[config.mk]
export PLATFORM = sky130hd
export DESIGN_NAME = data_sram_bridge
export DESIGN_NICKNAME = d
export VERILOG_FILES = /design/src/rtl/data_sram_bridge.sv
export SDC_FILE = /design/constraint.sdc
export NUM_CORES = 1
export LEC_CHECK = 0
export ABC_CLOCK_PERIOD_IN_PS = 1900
export CORE_MARGIN = 3
export CORE_UTILIZATION = 32
export CTS_CLUSTER_DIAMETER = 120
export DETAILED_ROUTE_END_ITERATION = 8
export PLACE_DENSITY = 0.77
export SLEW_MARGIN = 20
export SYNTH_ARGS = -nofsm -noshare
export SYNTH_HDL_FRONTEND = slang
export SYNTH_SLANG_ARGS = --single-unit
export TNS_END_PERCENT = 50
[constraint.sdc]
create_clock -name clk -period 1.9 [get_ports clk]
set_clock_uncertainty 0.15 [all_clocks]
set_input_delay 0.285 -clock clk [delete_from_list [all_inputs] [get_ports clk]]
set_output_delay 0.285 -clock clk [all_outputs]
set_load 0.01 [all_outputs]
[src/rtl/data_sram_bridge.sv]
// data_sram_bridge: request/response bridge from the load/store stage to the data SRAM.
// Issues one access at a time. It builds byte enables and replicated write data for
// stores, and extracts plus sign/zero-extends load data after RD_LAT cycles. Misaligned
// accesses never reach the SRAM; they complete with adel (load) or ades (store).
// Ports:
//   clk, rst                      clock, synchronous active-high reset
//   req_valid/wr/size/signed/addr/wdata  CPU request; req_ready accepts, stall = valid & ~ready
//   rsp_valid/rsp_rdata/adel/ades one-cycle completion with load data or address error
//   data_sram_en/wen/addr/wdata   SRAM strobe, driven only in the accept cycle
//   data_sram_rdata               SRAM read data, captured RD_LAT cycles after the strobe
module data_sram_bridge #(
  parameter int unsigned DATA_W = 32,
  parameter int unsigned ADDR_W = 32,
  parameter int unsigned RD_LAT = 1
) (
  input  logic                  clk,
  input  logic                  rst,
  input  logic                  req_valid,
  input  logic                  req_wr,
  input  logic [1:0]            req_size,
  input  logic                  req_signed,
  input  logic [ADDR_W-1:0]     req_addr,
  input  logic [DATA_W-1:0]     req_wdata,
  output logic                  req_ready,
  output logic                  stall,
  output logic                  rsp_valid,
  output logic [DATA_W-1:0]     rsp_rdata,
  output logic                  adel,
  output logic                  ades,
  output logic                  data_sram_en,
  output logic [DATA_W/8-1:0]   data_sram_wen,
  output logic [ADDR_W-1:0]     data_sram_addr,
  output logic [DATA_W-1:0]     data_sram_wdata,
  input  logic [DATA_W-1:0]     data_sram_rdata
);

  localparam int unsigned STRB_W = DATA_W / 8;
  localparam int unsigned LANE_W = $clog2(STRB_W);
  localparam int unsigned CNT_W  = 3;

  typedef enum logic [1:0] {IDLE, RWAIT, RESP} state_t;

  state_t              r_state;
  logic [LANE_W-1:0]   r_lane;
  logic [1:0]          r_size;
  logic                r_signed;
  logic [CNT_W-1:0]    r_cnt;
  logic                r_rsp_valid;
  logic [DATA_W-1:0]   r_rsp_rdata;
  logic                r_adel;
  logic                r_ades;

  logic                w_ready;
  logic                w_accept;
  logic                w_misalign;
  logic                w_issue;
  logic [LANE_W-1:0]   w_lane;
  logic [STRB_W-1:0]   w_mask;
  logic [STRB_W-1:0]   w_wen;
  logic [DATA_W-1:0]   w_rep;
  logic [DATA_W-1:0]   w_shifted;
  logic [DATA_W-1:0]   w_load;

  assign w_ready  = (r_state == IDLE);
  assign w_accept = req_valid & w_ready & ~rst;
  assign w_lane   = req_addr[LANE_W-1:0];
  assign w_issue  = w_accept & ~w_misalign;

  // Alignment check; a dword on a 32-bit SRAM can never be aligned.
  always_comb begin
    w_misalign = 1'b0;
    case (req_size)
      2'b00:   w_misalign = 1'b0;
      2'b01:   w_misalign = req_addr[0];
      2'b10:   w_misalign = |req_addr[1:0];
      default: w_misalign = (DATA_W == 32) ? 1'b1 : |req_addr[2:0];
    endcase
  end

  // Size mask and right-aligned store data replicated across every lane.
  always_comb begin
    w_mask = '0;
    w_rep  = '0;
    case (req_size)
      2'b00: begin
        w_mask = STRB_W'(8'h01);
        w_rep  = {STRB_W{req_wdata[7:0]}};
      end
      2'b01: begin
        w_mask = STRB_W'(8'h03);
        w_rep  = {(STRB_W/2){req_wdata[15:0]}};
      end
      2'b10: begin
        w_mask = STRB_W'(8'h0F);
        w_rep  = {(DATA_W/32){req_wdata[31:0]}};
      end
      default: begin
        w_mask = STRB_W'(8'hFF);
        w_rep  = req_wdata;
      end
    endcase
  end

  assign w_wen = w_mask << w_lane;

  // SRAM strobe is combinational from the request, only in the accept cycle.
  assign data_sram_en    = w_issue;
  assign data_sram_wen   = (w_issue & req_wr) ? w_wen : '0;
  assign data_sram_addr  = w_issue ? {req_addr[ADDR_W-1:LANE_W], {LANE_W{1'b0}}} : '0;
  assign data_sram_wdata = (w_issue & req_wr) ? w_rep : '0;

  // Select the addressed field of the read word and extend it.
  assign w_shifted = data_sram_rdata >> {r_lane, 3'b000};

  always_comb begin
    w_load = '0;
    case (r_size)
      2'b00: begin
        if (r_signed) w_load = DATA_W'($signed(w_shifted[7:0]));
        else          w_load = DATA_W'(w_shifted[7:0]);
      end
      2'b01: begin
        if (r_signed) w_load = DATA_W'($signed(w_shifted[15:0]));
        else          w_load = DATA_W'(w_shifted[15:0]);
      end
      2'b10: begin
        if (r_signed) w_load = DATA_W'($signed(w_shifted[31:0]));
        else          w_load = DATA_W'(w_shifted[31:0]);
      end
      default: w_load = w_shifted;
    endcase
  end

  // Access FSM; the response registers hold until the next completion.
  always_ff @(posedge clk) begin
    if (rst) begin
      r_state     <= IDLE;
      r_lane      <= '0;
      r_size      <= '0;
      r_signed    <= 1'b0;
      r_cnt       <= '0;
      r_rsp_valid <= 1'b0;
      r_rsp_rdata <= '0;
      r_adel      <= 1'b0;
      r_ades      <= 1'b0;
    end else begin
      r_rsp_valid <= 1'b0;
      case (r_state)
        IDLE: begin
          if (w_accept) begin
            r_lane   <= w_lane;
            r_size   <= req_size;
            r_signed <= req_signed;
            if (w_misalign || req_wr) begin
              r_adel      <= w_misalign & ~req_wr;
              r_ades      <= w_misalign & req_wr;
              r_rsp_rdata <= '0;
              r_rsp_valid <= 1'b1;
              r_state     <= RESP;
            end else begin
              r_cnt   <= CNT_W'(RD_LAT);
              r_state <= RWAIT;
            end
          end
        end
        RWAIT: begin
          // r_cnt reaches 1 in the cycle the SRAM presents read data.
          if (r_cnt == CNT_W'(1)) begin
            r_rsp_rdata <= w_load;
            r_adel      <= 1'b0;
            r_ades      <= 1'b0;
            r_rsp_valid <= 1'b1;
            r_state     <= RESP;
          end else begin
            r_cnt <= r_cnt - CNT_W'(1);
          end
        end
        RESP:    r_state <= IDLE;
        default: r_state <= IDLE;
      endcase
    end
  end

  assign req_ready = w_ready;
  assign stall     = req_valid & ~w_ready;
  assign rsp_valid = r_rsp_valid;
  assign rsp_rdata = r_rsp_rdata;
  assign adel      = r_adel;
  assign ades      = r_ades;

endmodule

==> flow_summary.yaml, run 1 <==
floorplan:
  start_util: 0.3375
  fp.dieH_um: 103.1
  pin_count: 209
  dieArea_um2: 10620
  die_x_um: 103.1
  num_rows: 34
  core_um2: 8934
sta:
  finalCritPeriodShare: 1.160
  clock.fmax_mhz: 453.6
  setup_viol: 101
  hold_ws_ps: 271.0
  period_minus_slack_ps: 2205
  worst_slack_ps: -304.7
  rsz0062_at_grt: "true"
  hold_viol: 0
  tns_ps: -21230
  tightest_slew_ps: 694.5
  relSlewSlack: 0.5355
  slew_viol_final: 0
clock_network:
  clock_path_buffers: 2
  cts_tree: "built"
  numCtsBuffers: 5
  root_buffer: "clkbuf_8"
  htree_levels: 2
  clkSlewWorstSetupHoldPaths_ps: 90
  clock_sinks: 45
  clock_latency_ps: 310
  cts.hold.buffers_added: 0
run:
  drv_cap: 0
detailed_routing:
  viasPerCell: 5.180
  first_pass_iters: 5
  drt_iter0_drc: 206
  drtAntennaViolNets: 0
  vias: 3761
  drc: 0
  wirelength_um: 13090
  post_drt_wl_per_cell_um: 18.03
synthesis:
  netlist_instances: 375
  synth_top_flop_cell: "dfxtp_1"
  yosysWarnings: 0
  synthArstFlopShare: 0
  synthDistinctLibCells: 49
  ys_seq_area_frac: 0.2988
  ys_ff_latch: 45
  avgSynthCellArea_um2: 8.041
  synth_edf_count: 0
  netlist_area_um2: 3015
layout:
  seq_area_um2: 903.4
  nNetsFinal: 722
  drive_gt1_frac: 0.2929
  area_growth_pct: 87.72
  fillers: 779
  antenna_cells: 0
  multi_input_area_um2: 2106
  fin_cells: 726
worst_hold_path:
  min_path_type: "in2reg"
critical_path:
  crit_type: "reg2out"
  cpPeakStageDelay_ps: 340
  crit_fanout: 13
  endpoint: "data_sram_wdata[22]"
  reg2reg_from: "r_state[1]"
  rr_worst_depth: 6
  worstSetupStartpoint: "r_state[1]"
  cp.arrival_ps: 1770
  startpoint_type: "register"
  required_ps: 1460
  worst-path-buf-inv: 3
  ff2ff_setup_slack_ps: -260
  crit_chain: "nor4b_4 > o21a_2 > nand2_2 > buf_12 > buf_8 > nor2_2 > buf_2"
  worst_path_max_delay_cell: "dfxtp_2"
  r2r-end: "rsp_rdata[26]"
  worst_setup_path_end_kind: "output pin"
  cp.depth: 7
  path_delay_family: "simple AND/OR/NAND/NOR gates"
global_route:
  antenna_found_initial: 0
  grt.total_usage: 0.2314
  grt_pass1_wl_um: 19230
  grt_max_degree: 28
  grt_pass1_vias: 3800
  overflow: 0
power:
  irDropWorstVdd_mv: 0.2587
  finalPower_mw: 2.472
  p_per_area_nw_per_um2: 436.7
  p_leak_nw: 2.400
status:
  status: "finished, violations left"
  failed_checks: "negative setup slack"
placement:
  gp_congestion: 0.9806
  hpwl_um: 10310
  dp.cells: 710
  pre_cts_ws_ps: -955.9
  portBuffers: 206
## power breakdown
group,switching [mW],internal [mW]
Clock,0.334,0.329
Sequential,0.0170,0.960
Combinational,0.370,0.461
## stage by stage
step / utilization / cell area (um2)
global placement: 0.6186 / 5527
global route: 0.6336 / 5660
finish: 0.6336 / 5660
CTS: 0.6210 / 5548
floorplan: - / 3055
detailed placement: 0.6186 / 5527
## registers in the layout, indices dropped and copies added, names as in the netlist
| register | cells |
|---|---|
| adel | 1 |
| ades | 1 |
| r_cnt | 3 |
| r_lane | 2 |
| r_signed | 1 |
| r_size | 2 |
| r_state | 2 |
| rsp_rdata | 32 |
| rsp_valid | 1 |
## tightest hold or removal path, stage by stage
cell and delay, ps:
clkbuf_2 160, buf_4 150, nand2_1 40, o21ai_1 60
## final cells by class
| class | count | share of cell area |
|---|---|---|
| Clock inverter | 1 | 0.0008842 |
| Tap cell | 108 | 0.02387 |
| Multi-Input combinational cell | 293 | 0.3720 |
| Inverter | 3 | 0.001989 |
| Clock buffer | 7 | 0.01702 |
| Timing Repair Buffer | 269 | 0.4246 |
| Sequential cell | 45 | 0.1596 |
## cell usage in the layout, fill, tap and decap left out, types with 8 or more instances in the layout
cell type,instances
buf_6,20
buf_4,52
nand2b_1,14
mux2i_1,34
a21oi_1,20
clkdlybuf4s15_2,13
buf_2,42
and2_1,24
o21ai_1,12
clkdlybuf4s50_1,130
a221o_1,15
dfxtp_1,43
nand3b_1,10
nand2_1,31
dlygate4sd2_1,8
nor2_1,28
o21ai_0,8
## synth_stat cells, types with 2 or more instances
library cell | instances | area (um2)
nor2_1 | 36 | 135.1
and3_1 | 9 | 56.30
buf_1 | 5 | 18.77
dfxtp_1 | 45 | 900.9
inv_1 | 2 | 7.510
nand2_1 | 32 | 120.1
buf_6 | 2 | 22.52
nor3_1 | 7 | 35.03
and2_1 | 31 | 193.9
o21ai_0 | 8 | 40.04
o21a_1 | 4 | 30.03
buf_2 | 3 | 15.01
a21oi_1 | 27 | 135.1
nor4b_1 | 2 | 17.52
clkbuf_1 | 22 | 82.58
o21ai_1 | 12 | 60.06
buf_4 | 3 | 22.52
nand3b_1 | 10 | 75.07
a211oi_1 | 2 | 15.01
mux2i_1 | 34 | 340.3
o2111ai_1 | 7 | 61.31
nor2b_1 | 3 | 18.77
a221o_1 | 15 | 150.1
nor4_1 | 2 | 12.51
o2bb2ai_1 | 8 | 70.07
nand2b_1 | 14 | 87.58
mux2_1 | 7 | 78.83
ha_1 | 2 | 25.02
## how the worst min path moves through the flow
stage / from / end / slack, ps / cells after the start
2_1_floorplan: req_signed / r_signed / 250 / 2
3_3_place_gp: rsp_rdata[12] / rsp_rdata[12] / 310 / 1
3_5_place_dp: rsp_rdata[11] / rsp_rdata[11] / 300 / 1
4_1_cts: req_size[1] / r_size[1] / 300 / 3
5_1_grt: req_addr[0] / r_lane[0] / 300 / 4
6_report: req_addr[0] / r_lane[0] / 270 / 4
## layer usage
| layer | part of all wire | up-vias | wire (um) | GRT usage |
|---|---|---|---|---|
| li1 | - | 1825 | - | - |
| met3 | 0.060 | 25 | 781 | 0.04533 |
| met4 | 0.022 | 0 | 286 | 0.06773 |
| met1 | 0.40 | 1754 | 5244 | 0.2766 |
| met5 | 0 | - | 0 | 0 |
| met2 | 0.52 | 157 | 6778 | 0.4174 |
## timing repair
| action | in CTS | in global routing |
|---|---|---|
| gates resized for setup | 299 | 25 |
| setup buffers | 3 | 3 |
| endpoints found under the setup margin | 106 | 102 |
| gates cloned | 3 | 0 |
| pin swaps | 9 | 14 |
## cells by family after synthesis
logic type / count (synthesis) / synth area share
AOI/OAI and AO/OA: 91 / 0.2129
adders and majority gates: 2 / 0.008297
buffers and inverters: 38 / 0.05726
DFF: 45 / 0.2988
muxes: 43 / 0.1502
other: 1 / 0.001244
and+or+nand+nor: 155 / 0.2714
(Power assumes the default switching activity.)
==> run 2: changes to the inputs <==
--- a/config.mk
+++ b/config.mk
@@ -7,3 +7,3 @@
 export LEC_CHECK = 0
-export ABC_CLOCK_PERIOD_IN_PS = 1900
+export ABC_CLOCK_PERIOD_IN_PS = 2000
 export CORE_MARGIN = 3
==> constraint.sdc (replaced) <==
create_clock -name clk -period 2 [get_ports clk]
set_clock_uncertainty 0.15 [all_clocks]
set_input_delay 0.3 -clock clk [delete_from_list [all_inputs] [get_ports clk]]
set_output_delay 0.3 -clock clk [all_outputs]
set_load 0.1 [all_outputs]
==> run 2 against run 1 <==
The flow still finishes with violations (negative setup slack). Highest routed layer unchanged. Sequential share of layout area decreased by 2.5 points. Routed wire length increased by 2.9%. Setup slack got worse by 52 ps. First-iteration DRC count decreased by 39%. Core utilization increased by 12 points. Count of clock-buffer cells in the layout unchanged. Via count increased by 0.64%. Critical endpoint is now data_sram_wdata[16]. Sequential cell count unchanged.
==> flow_summary.yaml, run 2 (synthesis results as in run 1) <==
power:
  p_leak_nw: 2.721
  p_per_area_nw_per_um2: 401.9
  irDropWorstVdd_mv: 0.2903
layout:
  layout_common_cells: "96 x clkdlybuf4s50_1, 77 x buf_12, 77 x buf_4, 44 x dfxtp_1, 34 x mux2i_1"
  area_growth_pct: 123.5
  largest_register_ffs: 32
  nNetsFinal: 716
  fin_cells: 721
  drive_gt1_frac: 0.4043
  final_common_cell: "clkdlybuf4s50_1"
  fin_util: 0.7543
global_route:
  grt_use_met3: 0.04465
  grt_max_degree: 33
  grt_pass1_wl_um: 20580
  grt.total_usage: 0.2484
  grt_pass1_vias: 3858
  grt_util_met1: 0.3012
  busiest_layer: "met2"
  overflow: 0
  use_met2: 0.4307
  antenna_found_initial: 2
clock_network:
  clkSlewWorstSetupHoldPaths_ps: 80
  cts_tree: "built"
  root_buffer: "clkbuf_8"
  htree_levels: 2
  numCtsBuffers: 5
  clock_latency_ps: 290
  clock_sinks: 45
  clock_path_buffers: 2
critical_path:
  worst_setup_path_end_kind: "output pin"
  cpPeakStageDelay_ps: 360
  crit_type: "reg2out"
  crit_fanout: 6
  required_ps: 1550
  rr_worst_depth: 6
  worst_path_max_delay_cell: "dfxtp_4"
  cp.arrival_ps: 1910
  cp_common_cell: "buf_12"
  crit_chain: "nor4b_4 > o21a_1 > nand2_4 > buf_12 > buf_12 > nor2_4 > buf_12"
  startpoint_type: "register"
sta:
  finalCritPeriodShare: 1.178
  hold_viol: 0
  relSlewSlack: 0.5533
  worst_slack_ps: -356.7
  tightest_slew_ps: 667.9
  rsz0062_at_grt: "true"
  period_minus_slack_ps: 2357
  slew_viol_final: 0
  setup_viol: 102
  clock.fmax_mhz: 424.3
floorplan:
  fp.dieH_um: 103.1
  start_util: 0.3375
  dieArea_um2: 10620
  pin_count: 209
  num_rows: 34
  die_x_um: 103.1
  core_um2: 8934
run:
  drv_cap: 0
placement:
  dp.cells: 705
  gp_congestion: 0.8910
  hpwl_um: 10870
  portBuffers: 206
status:
  status: "finished, violations left"
  failed_checks: "negative setup slack"
worst_hold_path:
  holdPathStages: 1
  min_path_type: "reg2reg"
detailed_routing:
  first_pass_iters: 4
  drc: 0
  drt_iter0_drc: 125
  viasPerCell: 5.250
  wirelength_um: 13470
  post_drt_wl_per_cell_um: 18.68
  vias: 3785
  drtAntennaViolNets: 0
==> run 2: cell types whose count changed in the layout (fill, tap and decap cells not counted), sizes merged, moves of 2 or more <==
cell	previous run	this run
clkdlybuf4s50	130	96
dlygate4sd2	8	5
diode	0	2
buf	117	161
clkdlybuf4s15	13	0
==> run 2: worst paths after layout <==
kind	start	to	slack, ps
max reg2reg	r_state[0]	rsp_rdata[17]	-240
min reg2reg	rsp_rdata[11]	rsp_rdata[11]	320
max	r_state[0]	data_sram_wdata[16]	-360
min	rsp_rdata[11]	rsp_rdata[11]	320
==> run 2: area by class of cell <==
cell class	count	area (um2)
Clock buffer	7	86.33
Antenna cell	2	5.005
Sequential cell	45	904.6
Fill cell	611	2195
Timing Repair Buffer	263	3236
Inverter	3	11.26
Multi-Input combinational cell	293	2361
Tap cell	108	135.1
==> run 2: power by group <==
group / switching [mW] / internal [mW] / total, mW
Sequential: 0.0162 / 0.911 / 0.927
Combinational: 0.668 / 0.545 / 1.21
Clock: 0.294 / 0.275 / 0.568
==> run 2: critical path, delay by kind of cell (launching register included) <==
family                 cells  cell delay (ps)
AND/OR/NAND/NOR            3              500
buffers and inverters      3              500
AO/OA/AOI/OAI              1              230
flip-flops                 1              360
==> run 2: layer usage <==
metal / part of all wire / up-vias / routed length [um]
li1: - / 1817 / -
met1: 0.38 / 1789 / 5054
met5: 0 / - / 0
met4: 0.038 / 0 / 511
met3: 0.056 / 37 / 751
met2: 0.53 / 142 / 7152
==> run 2: metrics by stage <==
stage | setup WS, ps | hold WS [ps] | instance area (um2) | TNS (ps) | power, mW
after floorplan | -331.1 | 264.6 | 3450 | -13660 | 1.601
after global placement | -533.9 | 299.0 | 6471 | -48580 | 2.100
after detailed placement | -620.9 | 306.0 | 6471 | -52710 | 2.119
after CTS | -361.0 | 323.6 | 6715 | -25120 | 2.692
after global routing | -404.2 | 331.9 | 6739 | -30820 | 2.807
final | -356.7 | 323.8 | 6739 | -25930 | 2.708
==> run 2: what timing repair did <==
| action | in CTS | in global routing |
|---|---|---|
| setup endpoints to repair | 102 | 104 |
| gates cloned | 2 | 0 |
| resized for setup | 23 | 10 |
| pin swaps | 7 | 5 |
| setup buffers | 5 | 2 |
| hold buffers | 0 | 0 |
==> run 3: changes to the inputs <==
- CORE_ASPECT_RATIO: default -> 0.75
==> run 3 against run 2 <==
The run still ends with negative setup slack left. Routed wire length up 2.7%. Maximum frequency increased by 3.0%. Setup slack improved by 68 ps. Non-clock buffer count is 5 higher. Largest cell class unchanged.
==> flow_summary.yaml, run 3 (synthesis results as in run 1) <==
detailed_routing:
  drtAntennaViolNets: 0
  viasPerCell: 5.110
  drt_iter0_drc: 212
  vias: 3812
  drc: 0
  wirelength_um: 13830
  post_drt_wl_per_cell_um: 18.54
  first_pass_iters: 5
status:
  failed_checks: "negative setup slack"
  status: "finished, violations left"
sta:
  setup_viol: 93
  tns_ps: -16820
  slew_viol_final: 0
  hold_viol: 0
  finalCritPeriodShare: 1.144
  clock.fmax_mhz: 437.0
  worst_slack_ps: -288.3
  rsz0062_at_grt: "true"
  period_minus_slack_ps: 2288
  hold_ws_ps: 280.5
  relSlewSlack: 0.5667
  tightest_slew_ps: 647.8
layout:
  fillers: 587
  nNetsFinal: 722
  final_area_um2: 6909
  final_common_cell: "clkdlybuf4s50_1"
  area_growth_pct: 129.1
  largest_register_ffs: 32
  seq_area_um2: 905.9
  multi_input_area_um2: 2412
  drive_gt1_frac: 0.4279
  fin_cells: 746
  layout_common_cells: "96 x clkdlybuf4s50_1, 85 x buf_4, 77 x buf_12, 43 x dfxtp_1, 31 x mux2i_1"
critical_path:
  required_ps: 1550
  worst_setup_path_end_kind: "output pin"
  reg2reg_from: "r_state[1]"
  crit_fanout: 5
  r2r-end: "rsp_rdata[31]"
  cp_common_cell: "buf_12"
  startpoint_type: "register"
  crit_type: "reg2out"
  worst-path-buf-inv: 2
  worst_path_max_delay_cell: "dfxtp_4"
  ff2ff_setup_slack_ps: -90
  crit_chain: "nor4b_4 > o21a_4 > buf_12 > nand2_8 > nor3_4 > buf_12"
  rr_worst_depth: 5
  path_delay_family: "simple AND/OR/NAND/NOR gates"
  cp.arrival_ps: 1840
  cp.depth: 6
  cpPeakStageDelay_ps: 360
power:
  p_leak_nw: 2.751
  p_per_area_nw_per_um2: 445.3
  irDropWorstVdd_mv: 0.3591
floorplan:
  die_x_um: 118.1
  pin_count: 209
  num_rows: 30
  core_um2: 9121
  fp.dieH_um: 90.07
  start_util: 0.3306
  dieArea_um2: 10640
worst_hold_path:
  holdPathStages: 2
  holdPathEnd: "adel"
  min_path_type: "in2reg"
  min_from: "rst"
clock_network:
  htree_levels: 2
  clock_latency_ps: 280
  root_buffer: "clkbuf_16"
  clkSlewWorstSetupHoldPaths_ps: 60
  cts_tree: "built"
  numCtsBuffers: 5
  clock_sinks: 45
  cts.hold.buffers_added: 0
  clock_path_buffers: 2
global_route:
  overflow: 0
  grt.total_usage: 0.2467
  grt_pass1_vias: 3837
  grt_pass1_wl_um: 21170
  grt_max_degree: 31
  antenna_found_initial: 1
run:
  drv_cap: 0
placement:
  gp_congestion: 0.8792
  dp.cells: 732
  placed_area_um2: 6561
  hpwl_um: 11010
  pre_cts_ws_ps: -702.3
  portBuffers: 206
==> run 3: routing by layer <==
layer / wire length [um] / share of wire / vias up / global-route usage
met2: 7003 / 0.51 / 146 / 0.4365
li1: - / - / 1834 / -
met1: 5649 / 0.41 / 1802 / 0.3022
met3: 857 / 0.062 / 30 / 0.05786
met5: 0 / 0 / - / 0
met4: 323 / 0.023 / 0 / 0.06049
==> run 3: how the worst max path moves through the flow <==
| stage | startpoint | end | slack (ps) |
|---|---|---|---|
| 4_1_cts | r_state[0] | data_sram_wdata[10] | -230 |
| 5_1_grt | r_state[1] | data_sram_wen[0] | -360 |
| 3_3_place_gp | rst | data_sram_wdata[6] | -560 |
| 2_1_floorplan | req_size[0] | data_sram_wen[2] | -330 |
| 6_report | r_state[1] | data_sram_wen[3] | -290 |
| 3_5_place_dp | rst | rsp_rdata[26] | -700 |
==> run 3: worst reg2reg max path: cells and delay by family (launching register included) <==
kind	cells	cell delay, ps
buffers and inverters	1	160
DFF	1	360
AOI/OAI and AO/OA	2	690
and+or+nand+nor	2	620
==> run 3: stage by stage <==
step	utilization	total power [mW]
after floorplan	-	1.601
after detailed placement	0.7193	2.129
final	0.7575	3.077
after global placement	0.7193	2.108
after CTS	0.7471	3.052
after global routing	0.7575	3.183
==> run 3: layout make-up <==
class / count / area share
flip-flops and latches: 45 / 0.1311
well taps: 128 / 0.02318
inverters: 3 / 0.001630
repair buffers: 268 / 0.4714
clock inverters: 2 / 0.005071
clock buffers: 5 / 0.01811
diodes: 1 / 0.0003622
multi-input cells: 294 / 0.3491
==> run 3: repair_timing <==
action | CTS | global route
endpoints found under the setup margin | 102 | 101
cloned | 0 | 2
resized for setup | 32 | 6
pin swaps | 4 | 2
setup buffers | 1 | 3
==> run 3: power by group <==
group / switching (mW) / internal, mW / total [mW]
Clock: 0.334 / 0.580 / 0.914
Sequential: 0.0168 / 0.913 / 0.929
Combinational: 0.688 / 0.545 / 1.23
Total: 1.04 / 2.04 / 3.08
